===== config.mk =====
export PLATFORM = sky130hd
export DESIGN_NAME = weight_rom_arbiter
export DESIGN_NICKNAME = d
export VERILOG_FILES = /design/src/rtl/weight_rom_arbiter.sv
export SDC_FILE = /design/constraint.sdc
export NUM_CORES = 1
export LEC_CHECK = 0
export CORE_ASPECT_RATIO = 1.4
export CORE_MARGIN = 5
export CORE_UTILIZATION = 35
export CTS_BUF_LIST = sky130_fd_sc_hd__clkbuf_2 sky130_fd_sc_hd__clkbuf_4 sky130_fd_sc_hd__clkbuf_8
export CTS_CLUSTER_DIAMETER = 120
export CTS_CLUSTER_SIZE = 28
export DETAILED_ROUTE_END_ITERATION = 7
export HOLD_SLACK_MARGIN = 0.06
export PLACE_DENSITY = 0.74
export SLEW_MARGIN = 25
export SYNTH_ARGS = -nofsm -noshare
export SYNTH_HDL_FRONTEND = slang
export SYNTH_SLANG_ARGS = --single-unit

===== constraint.sdc =====
create_clock -name clk -period 2.3 [get_ports clk]
set_input_delay 0.345 -clock clk [delete_from_list [all_inputs] [get_ports clk]]
set_output_delay 0.345 -clock clk [all_outputs]
set_load 0.01 [all_outputs]

===== src/rtl/weight_rom_arbiter.sv =====
// Two-requester round-robin arbiter sharing one single-port weight ROM.
// A granted burst streams len consecutive words back to its owner, then a one-cycle drain.
module weight_rom_arbiter #(
  parameter int WIDTH     = 16,
  parameter int ADDRWIDTH = 8,
  parameter int LENWIDTH  = 8
) (
  input  logic                 clk,
  input  logic                 rst_n,
  input  logic                 req0_valid,
  output logic                 req0_ready,
  input  logic [ADDRWIDTH-1:0] req0_base,
  input  logic [LENWIDTH-1:0]  req0_len,
  input  logic                 req1_valid,
  output logic                 req1_ready,
  input  logic [ADDRWIDTH-1:0] req1_base,
  input  logic [LENWIDTH-1:0]  req1_len,
  output logic                 out0_valid,
  output logic [WIDTH-1:0]     out0_data,
  output logic                 out1_valid,
  output logic [WIDTH-1:0]     out1_data,
  output logic                 done0,
  output logic                 done1,
  output logic                 rom_en,
  output logic [ADDRWIDTH-1:0] rom_addr,
  input  logic [WIDTH-1:0]     rom_dout
);

  typedef enum logic [1:0] {IDLE, BURST, DRAIN} state_t;

  state_t                state_q, state_d;
  logic [ADDRWIDTH-1:0]  addr_q, addr_d;
  logic [LENWIDTH-1:0]   left_q, left_d;
  logic                  owner_q, owner_d;
  logic                  last_q, last_d;
  logic                  sel;
  logic                  accept;
  logic [1:0]            vld_p1;

  // Round-robin pick: a lone requester wins, a tie goes to the one not granted last.
  always_comb begin
    sel = 1'b0;
    if (req0_valid && req1_valid) sel = ~last_q;
    else if (req1_valid)          sel = 1'b1;
  end

  assign req0_ready = (state_q == IDLE) && req0_valid && !sel;
  assign req1_ready = (state_q == IDLE) && req1_valid &&  sel;
  assign accept     = req0_ready || req1_ready;

  always_comb begin
    state_d = state_q;
    addr_d  = addr_q;
    left_d  = left_q;
    owner_d = owner_q;
    last_d  = last_q;
    unique case (state_q)
      IDLE: begin
        if (accept) begin
          owner_d = sel;
          last_d  = sel;
          addr_d  = sel ? req1_base : req0_base;
          left_d  = sel ? req1_len  : req0_len;
          state_d = ((sel ? req1_len : req0_len) == '0) ? DRAIN : BURST;
        end
      end
      BURST: begin
        // left_q counts issues still outstanding including this one, so max len never overflows
        addr_d = addr_q + ADDRWIDTH'(1);
        left_d = left_q - LENWIDTH'(1);
        if (left_q == LENWIDTH'(1)) state_d = DRAIN;
      end
      DRAIN:   state_d = IDLE;
      default: state_d = IDLE;
    endcase
  end

  always_ff @(posedge clk or negedge rst_n) begin
    if (!rst_n) begin
      state_q <= IDLE;
      addr_q  <= '0;
      left_q  <= '0;
      owner_q <= 1'b0;
      last_q  <= 1'b1;
    end else begin
      state_q <= state_d;
      addr_q  <= addr_d;
      left_q  <= left_d;
      owner_q <= owner_d;
      last_q  <= last_d;
    end
  end

  assign rom_en   = (state_q == BURST);
  assign rom_addr = addr_q;

  // ---- stage p1: ROM word returns one cycle after issue ----
  always_ff @(posedge clk or negedge rst_n) begin
    if (!rst_n) vld_p1 <= 2'b00;
    else        vld_p1 <= {rom_en && owner_q, rom_en && !owner_q};
  end

  assign out0_valid = vld_p1[0];
  assign out1_valid = vld_p1[1];
  assign out0_data  = vld_p1[0] ? rom_dout : '0;
  assign out1_data  = vld_p1[1] ? rom_dout : '0;

  // The drain cycle coincides with the last returned word, or stands alone for len==0.
  assign done0 = (state_q == DRAIN) && !owner_q;
  assign done1 = (state_q == DRAIN) &&  owner_q;

endmodule


# Yosys cells after proc, flatten, opt, wreduce, memory -nomap -nowiden

Index checks and enable logic that the tools add are counted.

Flip-flop bits (word level): 22
Bits in latches: 0
RAM bits: 0
Bits in read-only memories: 0
Input port bits: 52
Output and inout bits: 47
Logic and storage cells: 46
Memories: 0

$add $sub $neg: 2
Multipliers: 0
Divide/modulo/power cells: 0
$lt $le $gt $ge: 0
Equal/unequal tests: 5
Shift-type cells: 0
Multiplexer cells: 14
Bitwise gates (word level): 1
Reductions and logical operators: 18

Operators with widths:

| kind                                                                | number |
|---|---|
| 16-bit 2-to-1 mux                                                   | 2 |
| 8-bit 2-to-1 mux                                                    | 4 |
| 8-bit one-hot mux with 2 select lines                               | 2 |
| 1-bit logical AND                                                   | 9 |
| 8-bit by 1-bit adder with 8-bit output (second input constant)      | 1 |
| 8-bit by 1-bit == test with 1-bit output (second input constant)    | 1 |
| 8-bit logical NOT                                                   | 1 |
| 8-bit by 1-bit subtractor with 8-bit output (second input constant) | 1 |
| 2-bit 2-to-1 mux                                                    | 3 |
| 2-bit AND reduction                                                 | 3 |
| 2-bit one-hot mux with 2 select lines                               | 1 |
| 2-bit by 1-bit == test with 1-bit output (second input constant)    | 1 |
| 2-bit == test (second input constant)                               | 1 |
| 1-bit logical NOT                                                   | 2 |
| 2-bit logical NOT                                                   | 1 |
| 1-bit 2-to-1 mux                                                    | 2 |
| 2-bit by 1-bit != test with 1-bit output (second input constant)    | 1 |
| 2-bit != test (second input constant)                               | 1 |
| 2-bit nonzero test                                                  | 1 |
| 1-bit logical OR                                                    | 1 |
| 1-bit NOT                                                           | 1 |

# Depth between registers and ports, before layout

Depth in word-level cells: 7
Depth in mapped cells: 7
Depth with buffers taken out: 6

# Least setup slack after synthesis

No wires, ideal clock.

Path kind: register -> register
Start: register state_q[1]
End: register addr_q[6], in the netlist rom_addr[6]
Library setup time: 127 ps
Arrival time: 1286 ps
Required time: 2173 ps
Slack: 888 ps
Stages on the path, launching flop included: 7
Buffers on the path: 2
Clock period less this slack: 1412 ps
Cell sequence: dfrtp_1 > buf_4 > nand2b_4 > buf_2 > or3_1 > o21ai_1 > a21oi_1

Longest elaborated chain between the ends: 6
Elaborated cells on any way between the ends: 11
Classes of those cells: 2 x eq/ne; 1 x mux; 8 x reduce/logical

Ends and longest elaborated chain:

| item                                                      | line       | text |
|---|---|---|
| start, declared                                           | 31         | `state_t state_q, state_d;` |
| start signal, assigned                                    | 86         | `state_q <= state_d;` |
| 2-bit logical NOT                                         | 47, 48, 57 |  |
| 1-bit logical AND, on equally long branches (2 in series) | 47, 48     |  |
| 1-bit logical OR                                          | 49         | `assign accept = req0_ready \|\| req1_ready;` |
| 2-bit != test (no source line)                            | n/a        |  |
| 2-bit AND reduction (no source line)                      | n/a        |  |
| end signal, assigned                                      | 87         | `addr_q <= addr_d;` |
| end, declared                                             | 32         | `logic [ADDRWIDTH-1:0] addr_q, addr_d;` |

Several ways; a longest one is shown, not always the timed one.
A chain may end at the register's enable or synchronous reset.

# Worst setup path in the final report

Start: input req1_valid
End: output req1_ready

Longest elaborated chain between the ends: 3
Elaborated cells on any way between the ends: 5
Classes of those cells: 2 x mux; 3 x reduce/logical

Ends and longest elaborated chain:

| item                                                  | line   | text |
|---|---|---|
| start, declared                                       | 14     | `input logic req1_valid,` |
| 1-bit 2-to-1 mux or 1-bit logical AND (tied branches) | 44, 43 |  |
| 1-bit 2-to-1 mux                                      | 43     | `if (req0_valid && req1_valid) sel = ~last_q;` |
| 1-bit logical AND (*)                                 | 48     | `assign req1_ready = (state_q == IDLE) && req1_valid && sel;` |
| end, declared                                         | 15     | `output logic req1_ready,` |

Mark *: on every way between the ends. The rest lies on a longest branch, timed or not.

==> impl_results.md <==
* Worst-Margin Slew at approximately 0.77 ns
* H-tree depth at 1
* Final hold violations at 0
* Final ANT Viol Nets at 0
* Sequential share of the synthesized area at 33.3%
* Final setup TNS at 0 ns
* Routed WL at 5530 um
* Cell Area, Synth at between 1500 and 2000 sq um
* EDFF count, synth at 0
* Synth top cells by count: 34 x and2_1, 21 x dfrtp_1, 14 x mux2i_1
* Syn Area/Cell at approximately 9 sq um
* Cell Area, Placed at around 2700 sq um
* CP arrival at between 1.5 and 2 ns
* Required @ worst endpoint at 1.96 ns
* PwrDens at about 1100 nW/um^2
* CTS buffer count at 3
* Status: completed
* Critical Path End Type: primary output
* Clock Skew at approximately 0.003 ns
* R2r setup slk at between 0.5 and 0.6 ns
* #FFs+latches synth at 22
* Core Region at 4570 sq um
* Antenna fix cells at 0
* Cell total after placement at around 350
* TritonCTS clock tree: done
* Site Rows at 29
* CP Buf/Inv Count at 2
* DRC Markers at 0
* Setup-failing EPs final at 0
* Post-CTS Setup Repair Bufs at 0
* Max frequency at 0.461 GHz
* GRT Total Usage at between 10% and 20%
* Clock buffer depth at 2
* Slew margin rel. at about half
* # port buffers at slightly below 100
* P&R area growth vs syn at 67.4%
* CP dominant cell by count: clkdlybuf4s50_1
* CTS root buf: clkbuf_8
* Minimum clock period at roughly 2.2 ns
* Design area at 2770 sq um
* Post-synth ARST share at 100%
* Post-DR vias/cell at 5.24
* Worst r2r dst: rom_addr[7]
* Pleak at ~1.1 nW
* Worst-path cell chain: clkdlybuf4s50_1 > a21boi_2 > and2_1 > clkdlybuf4s50_1
* Gp weighted congestion at approximately 0.76
* Cts repair resizes at 0
* Global-route wire length before repair at 8430 um
* Initial antenna violation count at 0
* Syn nets at approximately 240
* Max Cap Viol at 0
* Slowest stage cell, crit path: clkdlybuf4s50_1
* Grt total ovfl at 0
* Starting DRC count in detailed routing at 41
* Crit share post-route at a little over nine tenths
* Reg2reg path depth at 4
* Largest net degree at the start of global routing at 23
* Cells after synthesis at 187
* Die H at approximately 91 um
* Share of the synthesized area in the top cell type at 31.7%
* CP Max Fanout at 4
* Routed wire per std cell at approximately 16 um
* WS Path Type: primary input to primary output
* Fraction of layout cells with a size suffix above 1 at roughly 7.7%
* Number of global-route vias before repair at around 1.8k
* Count leader, synth: and2_1
* CP peak stage delay at approximately 0.54 ns
* Class of the worst hold path: primary input to async pin
* RR Startpoint: state_q[1]
* Die Wd at about 68 um
* Most common flop cell mapped by yosys: dfrtp_1
* Post-CTS Hold Buffers at 0
* Largest area contributor in the netlist: dfrtp_1
* Startpoint types: primary input
* RSZ-0062 raised after global routing: no
* Non-Filler Instances at around 350
* Final Max Tran Viols at 0
* Synth top area cells: dfrtp_1 32%, and2_1 13%, mux2i_1 8.5%
* # nets final at approximately 340
* Max rail drop VDD at 0.000482 V
* Final HPWL from detailed placement at approximately 4600 um
* I/O Pins at between 90 and 100
* DRT Pass-1 Iters at 4
* Sink Count at 22
* Total number of vias at 1830
* Synth Warn # at 0
* Worst-path clk slew at roughly 0.080 ns
* Worst-skew pair later-pin latency at 0.26 ns
* Starting Density at 36.2%
* Die Footprint at roughly 6200 sq um
* Top delay family on crit path: buffers and inverters
* Synth unique cells at ~50
==> cells by family after synthesis <==
group / count (synthesis) / share of synthesized area, %
buffers and inverters: 16 / 4.76
AOI/OAI and AO/OA: 48 / 20.4
adders and majority gates: 3 / 2.27
and+or+nand+nor: 82 / 29.5
muxes: 16 / 9.82
DFF: 22 / 33.3
==> report_power, final <==
group          internal, mW  switching, mW
clock                 0.153          0.127
combinational         0.983          0.864
sequential            0.590          0.279
total                  1.73           1.27
==> flip-flops by register name (all words and copies together), names as in the netlist <==
| name | cells |
|---|---|
| left_q | 8 |
| last_q | 1 |
| state_q | 2 |
| owner_q | 1 |
| rom_addr | 8 |
| vld_p1 | 2 |
==> placed cells by master (no fill, tap or decap), types with 3 or more instances in the layout <==
cell type,n
a22o_1,3
a21oi_1,8
a211oi_1,5
ha_1,3
clkbuf_8,4
buf_4,8
nor4_1,5
inv_1,5
nand3_1,5
dfrtp_1,21
nand2_1,13
and3_1,3
clkdlybuf4s50_1,98
nor2_1,8
mux2i_1,14
and2_1,34
o21ai_1,8
o21ai_0,5
==> routing by layer <==
layer | vias up | GRT usage [%] | routed length (um) | share of wire [%]
met5 | - | 0 | 0 | 0
met4 | 0 | 4.48 | 61 | 1.1
met3 | 8 | 5.06 | 660 | 12
met2 | 100 | 32.3 | 2780 | 50
met1 | 838 | 17.8 | 2040 | 37
li1 | 884 | - | - | -
==> worst max-delay path by stage <==
stage	slack, ns	end	cells past startpoint	from
2_1_floorplan	0.89	rom_addr[6]	6	state_q[1]
3_3_place_gp	0.11	rom_addr[7]	6	req0_valid
3_5_place_dp	0.09	rom_addr[7]	6	req0_valid
4_1_cts	0.12	req1_ready	4	req1_valid
5_1_grt	0.05	req1_ready	4	req1_valid
6_report	0.13	req1_ready	4	req1_valid
==> worst reg2reg max path: stages, from the launching register on <==
cell and delay (ns):
dfrtp_1 0.50, nor2_1 0.65, buf_4 0.27, o21ai_0 0.08, a22o_1 0.18
==> per-stage QoR <==
| stage | hold slack (ns) | setup WS [ns] | total power, mW | utilization [%] |
|---|---|---|---|---|
| final | 0.451 | 0.131 | 3.00 | 60.7 |
| after global routing | 0.482 | 0.0500 | 3.21 | 60.7 |
| after CTS | 0.461 | 0.120 | 3.01 | 60.7 |
| after detailed placement | 0.497 | 0.0896 | 2.73 | 59.5 |
| after global placement | 0.493 | 0.109 | 2.70 | 59.5 |
| after floorplan | 0.0494 | 0.888 | 1.88 | - |
==> area by class of cell <==
| type | count | area, sq um |
|---|---|---|
| timing repair buffer | 106 | 1040 |
| multi-input combinational | 149 | 1030 |
| fill | 422 | 1800 |
| inverter | 6 | 22.5 |
| clock buffer | 4 | 55.1 |
| tap | 62 | 77.6 |
| sequential | 22 | 552 |
Note: power is estimated with default switching activity, not from simulation.
